$ cat config.mk
export PLATFORM = sky130hd
export DESIGN_NAME = tcam_route_loader
export DESIGN_NICKNAME = d
export VERILOG_FILES = /design/src/rtl/tcam_route_loader.sv
export SDC_FILE = /design/constraint.sdc
export NUM_CORES = 1
export LEC_CHECK = 0
export ABC_CLOCK_PERIOD_IN_PS = 5100
export CAP_MARGIN = 25
export CORE_MARGIN = 2
export CORE_UTILIZATION = 46
export CTS_CLUSTER_SIZE = 40
export DETAILED_ROUTE_END_ITERATION = 8
export GPL_TIMING_DRIVEN = 0
export PLACE_DENSITY = 0.77
export SLEW_MARGIN = 20
export SYNTH_ARGS = -nofsm -noshare
export SYNTH_HDL_FRONTEND = slang
export SYNTH_SLANG_ARGS = --single-unit
$ cat constraint.sdc
create_clock -name clk -period 5.1 [get_ports clk]
set_clock_uncertainty 0.1 [all_clocks]
set_input_delay 1.53 -clock clk [delete_from_list [all_inputs] [get_ports clk]]
set_output_delay 1.53 -clock clk [all_outputs]
set_load 0.02 [all_outputs]
$ cat src/rtl/tcam_route_loader.sv
// tcam_route_loader: control-plane writer for the route-lookup TCAM.
// Accepts add / clear-all (and delete when ROUTE_DEL_EN is defined) commands,
// converts prefix/length into {network, mask, if_idx} entries, tracks slot
// occupancy and returns one status response per command.
// Build option: ROUTE_DEL_EN adds a per-slot {network, len} shadow store,
// the SEARCH state and the delete op (2'b10).
module tcam_route_loader #(
  parameter int SIZE  = 32,
  parameter int IDX_W = 8
) (
  input  logic             clk,
  input  logic             rst,
  input  logic             cmd_valid,
  output logic             cmd_ready,
  input  logic [1:0]       cmd_op,
  input  logic [31:0]      cmd_prefix,
  input  logic [5:0]       cmd_len,
  input  logic [3:0]       cmd_if,
  output logic             rsp_valid,
  input  logic             rsp_ready,
  output logic             rsp_ok,
  output logic [IDX_W-1:0] rsp_index,
  output logic             tcam_wr_en,
  output logic [IDX_W-1:0] tcam_wr_index,
  output logic [67:0]      tcam_wr_data,
  output logic [IDX_W-1:0] route_count
);

  localparam int SW = (SIZE > 1) ? $clog2(SIZE) : 1;
  localparam int CW = $clog2(SIZE + 1);

  typedef enum logic [2:0] {
    INIT,
    IDLE,
`ifdef ROUTE_DEL_EN
    SEARCH,
`endif
    WRITE,
    RESP
  } state_t;

  state_t            state_q, state_d;
  logic [CW-1:0]     cnt_q, cnt_d;
  logic              clr_q, clr_d;
  logic [SIZE-1:0]   occ_q, occ_d;
  logic [IDX_W-1:0]  count_d;
  logic [IDX_W-1:0]  pend_q, pend_d;
  logic              rsp_valid_d, rsp_ok_d;
  logic [IDX_W-1:0]  rsp_index_d;
  logic              wr_en_d;
  logic [IDX_W-1:0]  wr_index_d;
  logic [67:0]       wr_data_d;

  logic [31:0]       mask, net;
  logic              len_ok, any_free;
  logic [SW-1:0]     free_idx;

`ifdef ROUTE_DEL_EN
  logic [31:0]       sh_net [SIZE];
  logic [5:0]        sh_len [SIZE];
  logic [31:0]       key_net_q, key_net_d;
  logic [5:0]        key_len_q, key_len_d;
  logic              sh_wr, sh_clr_all, sh_clr_one, hit;
  logic [SW-1:0]     slot;
`endif

  assign cmd_ready = (state_q == IDLE);

  // Command decode helpers: mask/network of the incoming prefix and lowest free slot.
  always_comb begin
    len_ok   = (cmd_len <= 6'd32);
    mask     = (cmd_len == 6'd0 || !len_ok) ? '0 : (32'hFFFF_FFFF << (6'd32 - cmd_len));
    net      = cmd_prefix & mask;
    any_free = ~&occ_q;
    free_idx = '0;
    // Scan from the top so the lowest free slot is the last one assigned.
    for (int unsigned i = 0; i < SIZE; i++) begin
      if (!occ_q[SIZE-1-i]) free_idx = SW'(SIZE - 1 - i);
    end
  end

`ifdef ROUTE_DEL_EN
  assign slot = cnt_q[SW-1:0];
  assign hit  = occ_q[slot] && (sh_len[slot] == key_len_q) && (sh_net[slot] == key_net_q);
`endif

  // Next-state and next-output logic for the loader FSM.
  always_comb begin
    state_d     = state_q;
    cnt_d       = cnt_q;
    clr_d       = clr_q;
    occ_d       = occ_q;
    count_d     = route_count;
    pend_d      = pend_q;
    rsp_valid_d = rsp_valid;
    rsp_ok_d    = rsp_ok;
    rsp_index_d = rsp_index;
    wr_en_d     = 1'b0;
    wr_index_d  = tcam_wr_index;
    wr_data_d   = tcam_wr_data;
`ifdef ROUTE_DEL_EN
    key_net_d   = key_net_q;
    key_len_d   = key_len_q;
    sh_wr       = 1'b0;
    sh_clr_all  = 1'b0;
    sh_clr_one  = 1'b0;
`endif
    unique case (state_q)
      INIT: begin
        // The counter runs one past the last slot so cmd_ready follows the final strobe.
        if (cnt_q == CW'(SIZE)) begin
          cnt_d = '0;
          if (clr_q) begin
            clr_d       = 1'b0;
            rsp_valid_d = 1'b1;
            rsp_ok_d    = 1'b1;
            rsp_index_d = '0;
            state_d     = RESP;
          end else begin
            state_d = IDLE;
          end
        end else begin
          wr_en_d    = 1'b1;
          wr_index_d = IDX_W'(cnt_q);
          wr_data_d  = '0;
          cnt_d      = cnt_q + CW'(1);
        end
      end
      IDLE: begin
        if (cmd_valid) begin
          rsp_valid_d = 1'b1;
          rsp_ok_d    = 1'b0;
          rsp_index_d = '0;
          state_d     = RESP;
          unique case (cmd_op)
            2'b00: begin
              if (len_ok && any_free) begin
                rsp_valid_d     = 1'b0;
                wr_en_d         = 1'b1;
                wr_index_d      = IDX_W'(free_idx);
                wr_data_d       = {net, mask, cmd_if};
                occ_d[free_idx] = 1'b1;
                count_d         = route_count + IDX_W'(1);
                pend_d          = IDX_W'(free_idx);
                state_d         = WRITE;
`ifdef ROUTE_DEL_EN
                sh_wr           = 1'b1;
`endif
              end
            end
            2'b01: begin
              rsp_valid_d = 1'b0;
              occ_d       = '0;
              count_d     = '0;
              cnt_d       = '0;
              clr_d       = 1'b1;
              state_d     = INIT;
`ifdef ROUTE_DEL_EN
              sh_clr_all  = 1'b1;
`endif
            end
`ifdef ROUTE_DEL_EN
            2'b10: begin
              rsp_valid_d = 1'b0;
              key_net_d   = net;
              key_len_d   = cmd_len;
              cnt_d       = '0;
              state_d     = SEARCH;
            end
`endif
            default: ;
          endcase
        end
      end
`ifdef ROUTE_DEL_EN
      SEARCH: begin
        if (hit) begin
          wr_en_d     = 1'b1;
          wr_index_d  = IDX_W'(slot);
          wr_data_d   = '0;
          occ_d[slot] = 1'b0;
          count_d     = route_count - IDX_W'(1);
          pend_d      = IDX_W'(slot);
          sh_clr_one  = 1'b1;
          state_d     = WRITE;
        end else if (cnt_q == CW'(SIZE - 1)) begin
          rsp_valid_d = 1'b1;
          rsp_ok_d    = 1'b0;
          rsp_index_d = '0;
          state_d     = RESP;
        end else begin
          cnt_d = cnt_q + CW'(1);
        end
      end
`endif
      WRITE: begin
        rsp_valid_d = 1'b1;
        rsp_ok_d    = 1'b1;
        rsp_index_d = pend_q;
        state_d     = RESP;
      end
      RESP: begin
        if (rsp_ready) begin
          rsp_valid_d = 1'b0;
          state_d     = IDLE;
        end
      end
      default: state_d = INIT;
    endcase
  end

  // State register and registered outputs.
  always_ff @(posedge clk or posedge rst) begin
    if (rst) begin
      state_q       <= INIT;
      cnt_q         <= '0;
      clr_q         <= 1'b0;
      occ_q         <= '0;
      route_count   <= '0;
      pend_q        <= '0;
      rsp_valid     <= 1'b0;
      rsp_ok        <= 1'b0;
      rsp_index     <= '0;
      tcam_wr_en    <= 1'b0;
      tcam_wr_index <= '0;
      tcam_wr_data  <= '0;
`ifdef ROUTE_DEL_EN
      key_net_q     <= '0;
      key_len_q     <= '0;
`endif
    end else begin
      state_q       <= state_d;
      cnt_q         <= cnt_d;
      clr_q         <= clr_d;
      occ_q         <= occ_d;
      route_count   <= count_d;
      pend_q        <= pend_d;
      rsp_valid     <= rsp_valid_d;
      rsp_ok        <= rsp_ok_d;
      rsp_index     <= rsp_index_d;
      tcam_wr_en    <= wr_en_d;
      tcam_wr_index <= wr_index_d;
      tcam_wr_data  <= wr_data_d;
`ifdef ROUTE_DEL_EN
      key_net_q     <= key_net_d;
      key_len_q     <= key_len_d;
`endif
    end
  end

`ifdef ROUTE_DEL_EN
  // Shadow store of {network, len} per slot, used to match delete requests.
  always_ff @(posedge clk or posedge rst) begin
    if (rst) begin
      for (int unsigned i = 0; i < SIZE; i++) begin
        sh_net[i] <= '0;
        sh_len[i] <= '0;
      end
    end else if (sh_clr_all) begin
      for (int unsigned i = 0; i < SIZE; i++) begin
        sh_net[i] <= '0;
        sh_len[i] <= '0;
      end
    end else if (sh_wr) begin
      sh_net[free_idx] <= net;
      sh_len[free_idx] <= cmd_len;
    end else if (sh_clr_one) begin
      sh_net[slot] <= '0;
      sh_len[slot] <= '0;
    end
  end
`endif

endmodule

After elaboration in Yosys (flattened, before gate mapping) --
Index checks and enable logic that the tools add are counted.
Word-level totals: register bits after elaboration 142, output and inout bits 96, word-level logic and storage cells 138
Cells by class: add/sub/neg operators 3, magnitude comparators 3, eq/ne operators 14, shift operators 1, mux-type cells 82, bitwise logic cells 2, reductions and logical operators 21
Operators with widths (number):
- 68-bit 2-to-1 mux | 4
- 5-bit 2-to-1 mux | 32
- 68-bit case mux with 2 select lines | 1
- 32-bit 2-to-1 mux | 2
- 8-bit 2-to-1 mux | 8
- 32-bit case mux with 2 select lines | 1
- 32-bit bitwise AND | 1
- 32-bit OR | 1
- 8-bit case mux with 2 select lines | 2
- 32-bit AND reduction | 1
- 32-bit by 6-bit left shift with 32-bit output, first input constant | 1
- 8-bit case mux with 3 select lines | 1
- 6-bit 2-to-1 mux | 3
- 4-bit AND reduction | 4
- 1-bit 2-to-1 mux | 15
- 2-bit != test, second input constant | 6
- 3-bit case mux with 4 select lines | 1
- 6-bit case mux with 2 select lines | 1
- 5-bit AND reduction | 2
- 3-bit 2-to-1 mux | 3
- 8-bit by 1-bit adder with 8-bit output, second input constant | 1
- 6-bit by 1-bit adder with 6-bit output, second input constant | 1
- 3-bit by 2-bit == test with 1-bit output, second input constant | 2
- 6-bit == test, second input constant | 1
- other kinds (23) | 31

Depth between registers and ports, before layout --
Gate-level depths: netlist of run 1.
word-level depth 39, depth in mapped cells 10, depth with buffers taken out 8

Worst setup path after synthesis of run 1 --
Ideal clock, no wire load.
kind input port to flip-flop, start input cmd_len[1], end register tcam_wr_data[20], setup time 0.125 ns, data arrival time 3.537 ns, path slack 1.338 ns, stages on the path 8, path buffers 1, path through inv_1 -> ha_1 -> or4b_4 -> a211o_1 -> a31o_4 -> o21ai_1 -> buf_2 -> mux2_2
On the way: cells in the longest elaborated chain, start to end 8, elaborated cells between the ends (all ways) 14, classes of those cells add/sub: 1; order compare: 1; eq/ne: 1; shift: 1; mux: 5; reduce/logical: 5
Ends and longest elaborated chain:
- start, declared | line 17 | input logic [5:0] cmd_len,
- branches (longest 8 deep; another with 6-bit subtractor)
- end signal, assigned | line 243 | tcam_wr_data <= wr_data_d;
- end, declared | line 25 | output logic [67:0] tcam_wr_data,
Several ways; the timed one is not identified. The select of a mux whose other input is x is not followed. A chain may end at the register's enable or synchronous reset.

Worst setup path in the final report of run 1 --
start input cmd_len[0], end register tcam_wr_data[36]
On the way: cells in the longest elaborated chain, start to end 9, elaborated cells between the ends (all ways) 15, classes of those cells add/sub: 1; order compare: 1; eq/ne: 1; shift: 1; mux: 5; bitwise: 1; reduce/logical: 5
Ends and longest elaborated chain:
- branches (longest 9 deep; another with 6-bit subtractor)
Several ways; the timed one is not identified. The select of a mux whose other input is x is not followed.

==> impl_metrics.tcl, run 1 <==
set metrics [dict create \
    drt_iter0_drc 592 \
    start_util 0.470 \
    switchingPower_uw 547 \
    status "completed" \
    netlist_instances 681 \
    dr.pass1.iters 5 \
    wl_microns 19200 \
    root_buffer "clkbuf_16" \
    ant_nets 0 \
    drc 0 \
    slew_headroom 0.399 \
    core-area_sq_um 13800 \
    die_x_microns 123 \
    p_int_mw 1.87 \
    syn_area_per_cell_sq_um 9.55 \
    finalMaxSlewViolations 0 \
    syn_to_final_growth_pct 35.3 \
    required_ns 5.36 \
    rows 43 \
    grt_pass1_vias 5726 \
    dpl.cell_count 1006 \
    fmax_mhz 238 \
    synth_cell_type_count 60 \
    drive_gt1_frac 0.0793 \
    clkPwrFrac 0.504 \
    total_power_mw 2.41 \
    power_density_nw_per_um2 275 \
    grt_max_degree 36 \
    grt_setup_unrepaired "no" \
    hold_class "flop to flop" \
    criticalPathCategory "input port to flop" \
    n_antenna_cell 0 \
    worstSkewPairLatency_ns 0.42 \
    tns_ns 0 \
    yosysSeqAreaShare 0.523 \
    setup_viol_count_final 0 \
    utilization 0.636 \
    die-area_sq_um 15100 \
    fin_crit_ns 4.20 \
    fin_ws_ns 0.896 \
    crit_fanout 10 \
    ir_worst_vdd_uv 209 \
    yosys_register_bits 136 \
    clock-sinks 136 \
    fp.dieH_microns 123 \
    cts_setup_buffers 0 \
    fin_area_sq_um 8800 \
    pwr-share-comb 0.050 \
    worstPathArrival_ns 4.47 \
    wl_per_cell_microns 18.5 \
    cts_resized 0 \
    worstMarginPinSlew_ns 0.899 \
    timing.max_cap.violations 0 \
    hold_slack_ns 0.370 \
    syn-cell-area_sq_um 6500 \
    grt_pass1_wl_microns 30200 \
    grt_overflow 0 \
    synthArstFlopShare 1.00 \
    static-leakage-power_nw 3.82 \
    numCtsBuffers 17 \
    place.gp.congestion 0.990 \
    dpl.hpwl_microns 14300 \
    ys_warn_count 0 \
    vias_per_cell 5.85 \
    cts_tree "built" \
    cts_buffer_depth 2 \
    post-route-period-util 0.824 \
    grt_use_total 0.262 \
    p_seq_frac 0.447 \
    clk_pin_slew_worst_paths_ns 0.06 \
    placed_area_sq_um 8200 \
    cp-start-kind "input port" \
    pre_cts_ws_ns 0.488 \
    hold_buffers 0 \
    cts.htree.levels 4 \
    portBuffers 137 \
    antenna_found_initial 0 \
    hold_violations 0 \
    synth-edff-count 0 \
    final_nets 904 \
    synthFlopType "dfrtp_1" \
    end_kind "flop" \
    fin_cells 1037 \
    io-pin-count 144 \
    vias 6062 \
    swShare 0.227 \
]
placed cells by master, fill, tap and decap left out, drive strengths merged, types with 6 or more instances in the layout:
cell type	synthesis	final
nand2b	12	12
a2111oi	8	8
nor2	24	24
o31ai	23	23
ha	11	11
buf	17	21
clkbuf	17	35
dfrtp	136	136
nor2b	9	9
nand3	30	30
o21ai	66	66
a32o	13	13
a22o	14	14
clkdlybuf4s50	0	137
clkinv	0	7
inv	29	31
a21oi	20	20
nand4	6	6
nand2	148	148
o211ai	6	6
o21a	8	8
cell type report:
| type | instances | area (sq um) |
|---|---|---|
| well taps | 180 | 225 |
| clock buffers | 18 | 439 |
| flip-flops and latches | 136 | 3400 |
| clock inverters | 13 | 146 |
| inverters | 29 | 113 |
| fillers | 1080 | 5030 |
| multi-input cells | 486 | 2840 |
| repair buffers | 141 | 1460 |
| plain buffers | 34 | 168 |
sequential cells by signal (all words and copies together), names as in the netlist:
register,cells
clr_q,1
cnt_q,6
occ_q,32
pend_q,5
route_count,8
rsp_index,5
rsp_ok,1
rsp_valid,1
state_q,2
tcam_wr_data,68
tcam_wr_en,1
tcam_wr_index,6
logic make-up (layout without fill, tap and decap cells):
kind of cell	after synthesis	count (layout)	synth area share
multiplexers	8	8	0.0133
XOR/XNOR	5	5	0.00674
other	1	5	0.000577
AO/OA/AOI/OAI	192	192	0.202
flip-flops	136	136	0.523
AND/OR/NAND/NOR	265	265	0.190
buffers and inverters	63	235	0.0425
adder cells (fa/ha/maj)	11	11	0.0212
path summary, 6_finish.rpt:
path | from | to | slack (ns) | depth (start not counted)
worst min register to register | tcam_wr_data[0] | tcam_wr_data[0] | 0.37 | 2
worst max-delay path | cmd_len[0] | tcam_wr_data[36] | 0.90 | 9
worst min-delay path | tcam_wr_data[0] | tcam_wr_data[0] | 0.37 | 2
worst max register to register | occ_q[30] | occ_q[10] | 2.18 | 6
max in group asynchronous | rst | tcam_wr_data[24] | 2.79 | 4
min in group asynchronous | rst | clr_q | 1.40 | 2
synthesized netlist by cell type (6+ instances only):
cell	count	share of area
ha_1	11	0.021
inv_1	29	0.017
o21a_1	8	0.0092
a22o_1	14	0.019
a21oi_1	20	0.015
nand3_1	30	0.023
nor2_1	24	0.014
nand4_1	6	0.0058
o211ai_1	6	0.0069
buf_2	11	0.0085
o31ai_1	23	0.027
clkbuf_1	17	0.0098
nand2_1	148	0.085
dfrtp_1	136	0.52
nor2b_1	9	0.0087
a2111oi_0	7	0.0094
nand2b_1	12	0.012
a32o_1	13	0.020
o21ai_0	63	0.048
power groups by stage:
stage          Combinational [mW]  Sequential [mW]  Clock (mW)
2_1_floorplan              0.0525             1.10           0
3_3_place_gp                0.108             1.10           0
3_5_place_dp                0.119             1.10           0
4_1_cts                     0.120             1.08        1.24
5_1_grt                     0.131             1.08        1.28
6_report                    0.120             1.08        1.22
critical path, stage by stage:
cell	delay [ns]
clkdlybuf4s50_1	0.50
inv_1	0.09
ha_1	0.21
or4b_4	0.52
nor4b_1	0.46
o21ai_1	0.20
nor4_4	0.56
buf_6	0.22
a32o_1	0.16
metal layers:
metal / share of wire / track usage / vias to the layer above
li1: - / - / 2771
met1: 0.43 / 0.356 / 2960
met2: 0.47 / 0.406 / 282
met3: 0.069 / 0.0553 / 49
met4: 0.031 / 0.111 / 0
met5: 0 / 0 / -
(Power assumes the default switching activity.)
==> inputs of run 2 (changes only) <==
- ABC_CLOCK_PERIOD_IN_PS: 5100 -> 3600
- clock period: 5.1 -> 3.6 ns (I/O delays scaled with it)
==> impl_metrics.tcl, run 2 (synthesized netlist as in run 1, its figures left out) <==
set metrics [dict create \
    hold_slack_ns 0.370 \
    critPathMaxStageDelay_ns 0.60 \
    slew_headroom 0.337 \
    clock-sinks 136 \
    die-area_sq_um 15100 \
    drc 0 \
    numCtsBuffers 17 \
    area.sequential_sq_um 3400 \
    timing.max_cap.violations 0 \
    worstSkewPairLatency_ns 0.42 \
    grt_max_degree 36 \
    wl_per_cell_microns 18.7 \
    die_x_microns 123 \
    end_kind "flop" \
    antenna_found_initial 0 \
    fp.dieH_microns 123 \
    grt_pass1_wl_microns 30300 \
    crit_chain "clkdlybuf4s50_1 -> or4b_4 -> a211o_1 -> a31o_4 -> o21a_1 -> buf_2 -> buf_4 -> a22o_1" \
    regMostFlops "tcam_wr_data" \
    place.gp.congestion 0.990 \
    vias_per_cell 5.84 \
    dpl.hpwl_microns 14300 \
    maxUsedRoutingLayer "met4" \
    grt_setup_unrepaired "no" \
    worstPathArrival_ns 3.62 \
    root_buffer "clkbuf_16" \
    required_ns 3.81 \
    cts_tree "built" \
    hold_violations 0 \
    ir_worst_vdd_uv 294 \
    wl_met2_microns 9130 \
    cts_buffer_depth 2 \
    reg.largest.list "tcam_wr_data (68), occ_q (32), route_count (8)" \
    clk_pin_slew_worst_paths_ns 0.06 \
    final_nets 906 \
    io-pin-count 144 \
    static-leakage-power_nw 3.86 \
    setup_viol_count_final 0 \
    utilization 0.642 \
    ant_nets 0 \
    rows 43 \
    fin_cells 1039 \
    core-area_sq_um 13800 \
    status "completed" \
    largest_reg_flops 68 \
    portBuffers 137 \
    hold_buffers 0 \
    crit_fanout 10 \
    cts.htree.levels 4 \
    critPathTopFamily "compound AO/OA/AOI/OAI gates" \
    met1Wirelength_microns 8230 \
    fin_crit_ns 3.41 \
    drive_gt1_frac 0.0920 \
    multi_input_comb_area_sq_um 2890 \
    post-route-period-util 0.948 \
    fmax_mhz 293 \
    fillers 1066 \
    n_antenna_cell 0 \
    finalMaxSlewViolations 0 \
    dr.pass1.iters 6 \
    routed-wl-met3_microns 1480 \
    power_density_nw_per_um2 385 \
    syn_to_final_growth_pct 36.6 \
    hold_class "flop to flop" \
    cp-start-kind "input port" \
    criticalPathCategory "input port to flop" \
    grt_pass1_vias 5759 \
    wl_microns 19400 \
    start_util 0.470 \
    crit_path_top_delay_cell "or4b_4" \
    layout_common_cells "148 x nand2_1, 136 x dfrtp_1, 135 x clkdlybuf4s50_1" \
    dpl.cell_count 1006 \
    drt_iter0_drc 692 \
    total_power_mw 3.42 \
    cp_num_buf_inv 3 \
    grt_overflow 0 \
    vias 6065 \
    final_common_cell "nand2_1" \
    grt_use_total 0.264 \
    worstMarginPinSlew_ns 0.984 \
]
run 2: changes by cell type in the layout (fill, tap and decap cells not counted), sizes merged:
cell	change
buf	+2
clkdlybuf4s50	-2
dlygate4sd2	+1
dlymetal6s2s	+1
run 2: through the flow:
step	instance area [sq um]	setup TNS [ns]	setup WS [ns]
CTS	8830	0	0.00210
global route	8880	0	0.113
detailed placement	8200	-34.26	-0.562
finish	8880	0	0.186
floorplan	6520	0	0.288
global placement	8120	-85.91	-0.488
run 2: worst reg2reg max path, cell delays in order, from the launching register on:
cell	delay, ns
dfrtp_1	0.41
nand2_1	0.08
a311oi_1	0.12
o311a_1	0.39
a2111oi_2	0.86
o2111ai_1	0.60
o21ai_0	0.32
run 2: final cells by class:
cell class,count,share of cell area
Multi-Input combinational cell,486,0.325
Buffer,34,0.0201
Inverter,29,0.0127
Clock inverter,13,0.0165
Timing Repair Buffer,143,0.168
Tap cell,180,0.0254
Sequential cell,136,0.383
Clock buffer,18,0.0495
run 2: worst paths after layout:
kind,start,to,slack [ns],cells after the start
max in group asynchronous,rst,tcam_wr_data[24],1.73,4
worst max register to register,occ_q[30],occ_q[26],0.63,6
worst max-delay path,cmd_len[3],tcam_wr_data[4],0.19,8
worst min-delay path,tcam_wr_data[0],tcam_wr_data[0],0.37,2
min in group asynchronous,rst,clr_q,0.95,2
worst min register to register,tcam_wr_data[0],tcam_wr_data[0],0.37,2
run 2: repair_timing:
item	CTS	global route
endpoints found under the hold margin	0	0
setup endpoints to repair	24	79
gates resized for setup	7	12
setup buffers	2	0
pin swaps	1	0
run 2: power breakdown:
part,internal (mW),total (mW),switching (mW),leakage [nW]
clock,1.04,1.72,0.680,0.288
combinational,0.0754,0.171,0.0958,1.74
sequential,1.53,1.53,0,1.84
total,2.65,3.42,0.776,3.86
run 2: routing by layer:
metal	GRT usage	vias up
met5	0	-
met4	0.111	0
met3	0.0553	45
met2	0.408	302
met1	0.359	2941
li1	-	2777
==> inputs of run 3 (changes only) <==
- CORE_UTILIZATION: 46 -> 37
- GPL_ROUTABILITY_DRIVEN: default -> 0
- PLACE_DENSITY: 0.77 -> default
- SKIP_CTS_REPAIR_TIMING: default -> 1
==> impl_metrics.tcl, run 3 (synthesized netlist as in run 1, its figures left out) <==
set metrics [dict create \
    status "completed" \
    cts_tree "built" \
    antenna_found_initial 0 \
    p_int_mw 2.76 \
    placed_area_sq_um 8260 \
    post-route-period-util 0.947 \
    dr.pass1.iters 5 \
    cp.depth 8 \
    die-area_sq_um 18600 \
    cts_buffer_depth 2 \
    numCtsBuffers 17 \
    vias 5951 \
    switchingPower_uw 731 \
    grt_pass1_wl_microns 31200 \
    cp-start-kind "input port" \
    largest_reg_flops 68 \
    root_buffer "clkbuf_16" \
    grt_pass1_vias 5834 \
    drc 0 \
    pwr-share-comb 0.049 \
    hold_violations 0 \
    fillers 1542 \
    start_util 0.377 \
    critPathMaxStageDelay_ns 0.61 \
    hold_class "flop to flop" \
    criticalPathCategory "input port to flop" \
    cts.htree.levels 4 \
    n_antenna_cell 0 \
    endpoint "tcam_wr_data[36]" \
    dpl.hpwl_microns 14800 \
    rrSetupSlack_ns 0.85 \
    reg2reg_depth 6 \
    io-pin-count 144 \
    slew_headroom 0.434 \
    ant_nets 0 \
    crit_fanout 10 \
    drive_gt1_frac 0.0814 \
    final_common_cell "nand2_1" \
    power_density_nw_per_um2 391 \
    layout_common_cells "148 x nand2_1, 136 x dfrtp_1, 135 x clkdlybuf4s50_1" \
    setup_viol_count_final 0 \
    reg.largest.list "tcam_wr_data (68), occ_q (32), route_count (8)" \
    grt_setup_unrepaired "no" \
    cp_num_buf_inv 3 \
    cp_common_cell "clkbuf_4" \
    worstSkewPairLatency_ns 0.42 \
    regMostFlops "tcam_wr_data" \
    finalMaxSlewViolations 0 \
    clock-sinks 136 \
    ir_worst_vdd_uv 332 \
    fin_crit_ns 3.41 \
    core-area_sq_um 17200 \
    critPathLaunch "cmd_len[3]" \
    grt_overflow 0 \
    die_x_microns 137 \
    critPathTopFamily "compound AO/OA/AOI/OAI gates" \
    drt_iter0_drc 465 \
    static-leakage-power_nw 3.85 \
    fp.dieH_microns 137 \
    worstPathArrival_ns 3.61 \
    vias_per_cell 5.48 \
    hold_slack_ns 0.364 \
    fin_area_sq_um 8920 \
    end_kind "flop" \
    reg2reg_to "occ_q[26]" \
    fmax_mhz 293 \
    grt_max_degree 33 \
    clk_pin_slew_worst_paths_ns 0.06 \
    syn_to_final_growth_pct 37.2 \
    worstMarginPinSlew_ns 0.849 \
    grt_use_total 0.217 \
    timing.max_cap.violations 0 \
    crit_chain "clkdlybuf4s50_1 -> or4b_4 -> a211o_1 -> a31o_4 -> o21a_1 -> clkbuf_4 -> clkbuf_4 -> a32o_1" \
    swShare 0.210 \
    rows 48 \
    clkPwrFrac 0.512 \
    final_nets 907 \
    worstReg2RegStart "occ_q[23]" \
    wl_microns 19900 \
    wl_per_cell_microns 18.4 \
    portBuffers 137 \
    p_seq_frac 0.439 \
    required_ns 3.80 \
    crit_path_top_delay_cell "or4b_4" \
]
run 3: changes by cell type in the layout (fill, tap and decap cells not counted), sizes merged, moves of 2 or more:
cell / delta
buf: -2
inv: -3
clkinv: -4
bufinv: +2
clkbuf: +7
run 3: routing by layer:
layer,share of wire,GRT usage,wire (microns),vias to the layer above
met2,0.46,0.338,9210,234
met3,0.064,0.0433,1280,33
met1,0.45,0.303,9040,2919
li1,-,-,-,2765
met5,0,0,0,-
met4,0.020,0.0747,401,0
run 3: power by group through the flow:
| stage | registers (mW) | clock network, mW | logic [mW] |
|---|---|---|---|
| 6_report | 1.53 | 1.79 | 0.171 |
| 3_3_place_gp | 1.56 | 0 | 0.158 |
| 5_1_grt | 1.53 | 1.90 | 0.186 |
| 3_5_place_dp | 1.56 | 0 | 0.171 |
| 2_1_floorplan | 1.56 | 0 | 0.0743 |
| 4_1_cts | 1.53 | 1.82 | 0.172 |
run 3: per-stage QoR:
step	setup TNS [ns]	worst slack, ns	util	total power [mW]	std cells
final	0	0.190	0.517	3.49	1085
after global routing	0	0.113	0.517	3.61	1085
after CTS	-3.53	-0.238	0.514	3.52	1082
after detailed placement	-36.81	-0.654	0.479	1.73	1051
after global placement	-98.71	-0.605	0.474	1.71	1047
after floorplan	0	0.288	-	1.63	685
run 3: cell type report:
type / count / area (sq um) / share of cell area
multi-input cells: 486 / 2860 / 0.321
clock inverters: 9 / 150 / 0.0168
flip-flops and latches: 136 / 3400 / 0.382
plain buffers: 34 / 184 / 0.0206
inverters: 29 / 113 / 0.0126
clock buffers: 22 / 444 / 0.0498
well taps: 225 / 282 / 0.0316
repair buffers: 144 / 1480 / 0.166
run 3: worst min path at each step:
stage	to	start	slack, ns	depth (start not counted)
6_report	tcam_wr_data[52]	tcam_wr_data[52]	0.36	2
5_1_grt	tcam_wr_data[52]	tcam_wr_data[52]	0.39	2
4_1_cts	tcam_wr_data[52]	tcam_wr_data[52]	0.37	2
3_5_place_dp	tcam_wr_data[52]	tcam_wr_data[52]	0.36	2
3_3_place_gp	tcam_wr_data[64]	tcam_wr_data[64]	0.36	2
2_1_floorplan	pend_q[0]	pend_q[0]	0.35	2
run 3: worst reg2reg max path, stage by stage, from the launching register on:
cell and delay, ns:
dfrtp_1 0.42, nand2_1 0.11, a311oi_1 0.06, o311a_1 0.38
a2111oi_2 0.78, o2111ai_1 0.50, o21ai_0 0.31
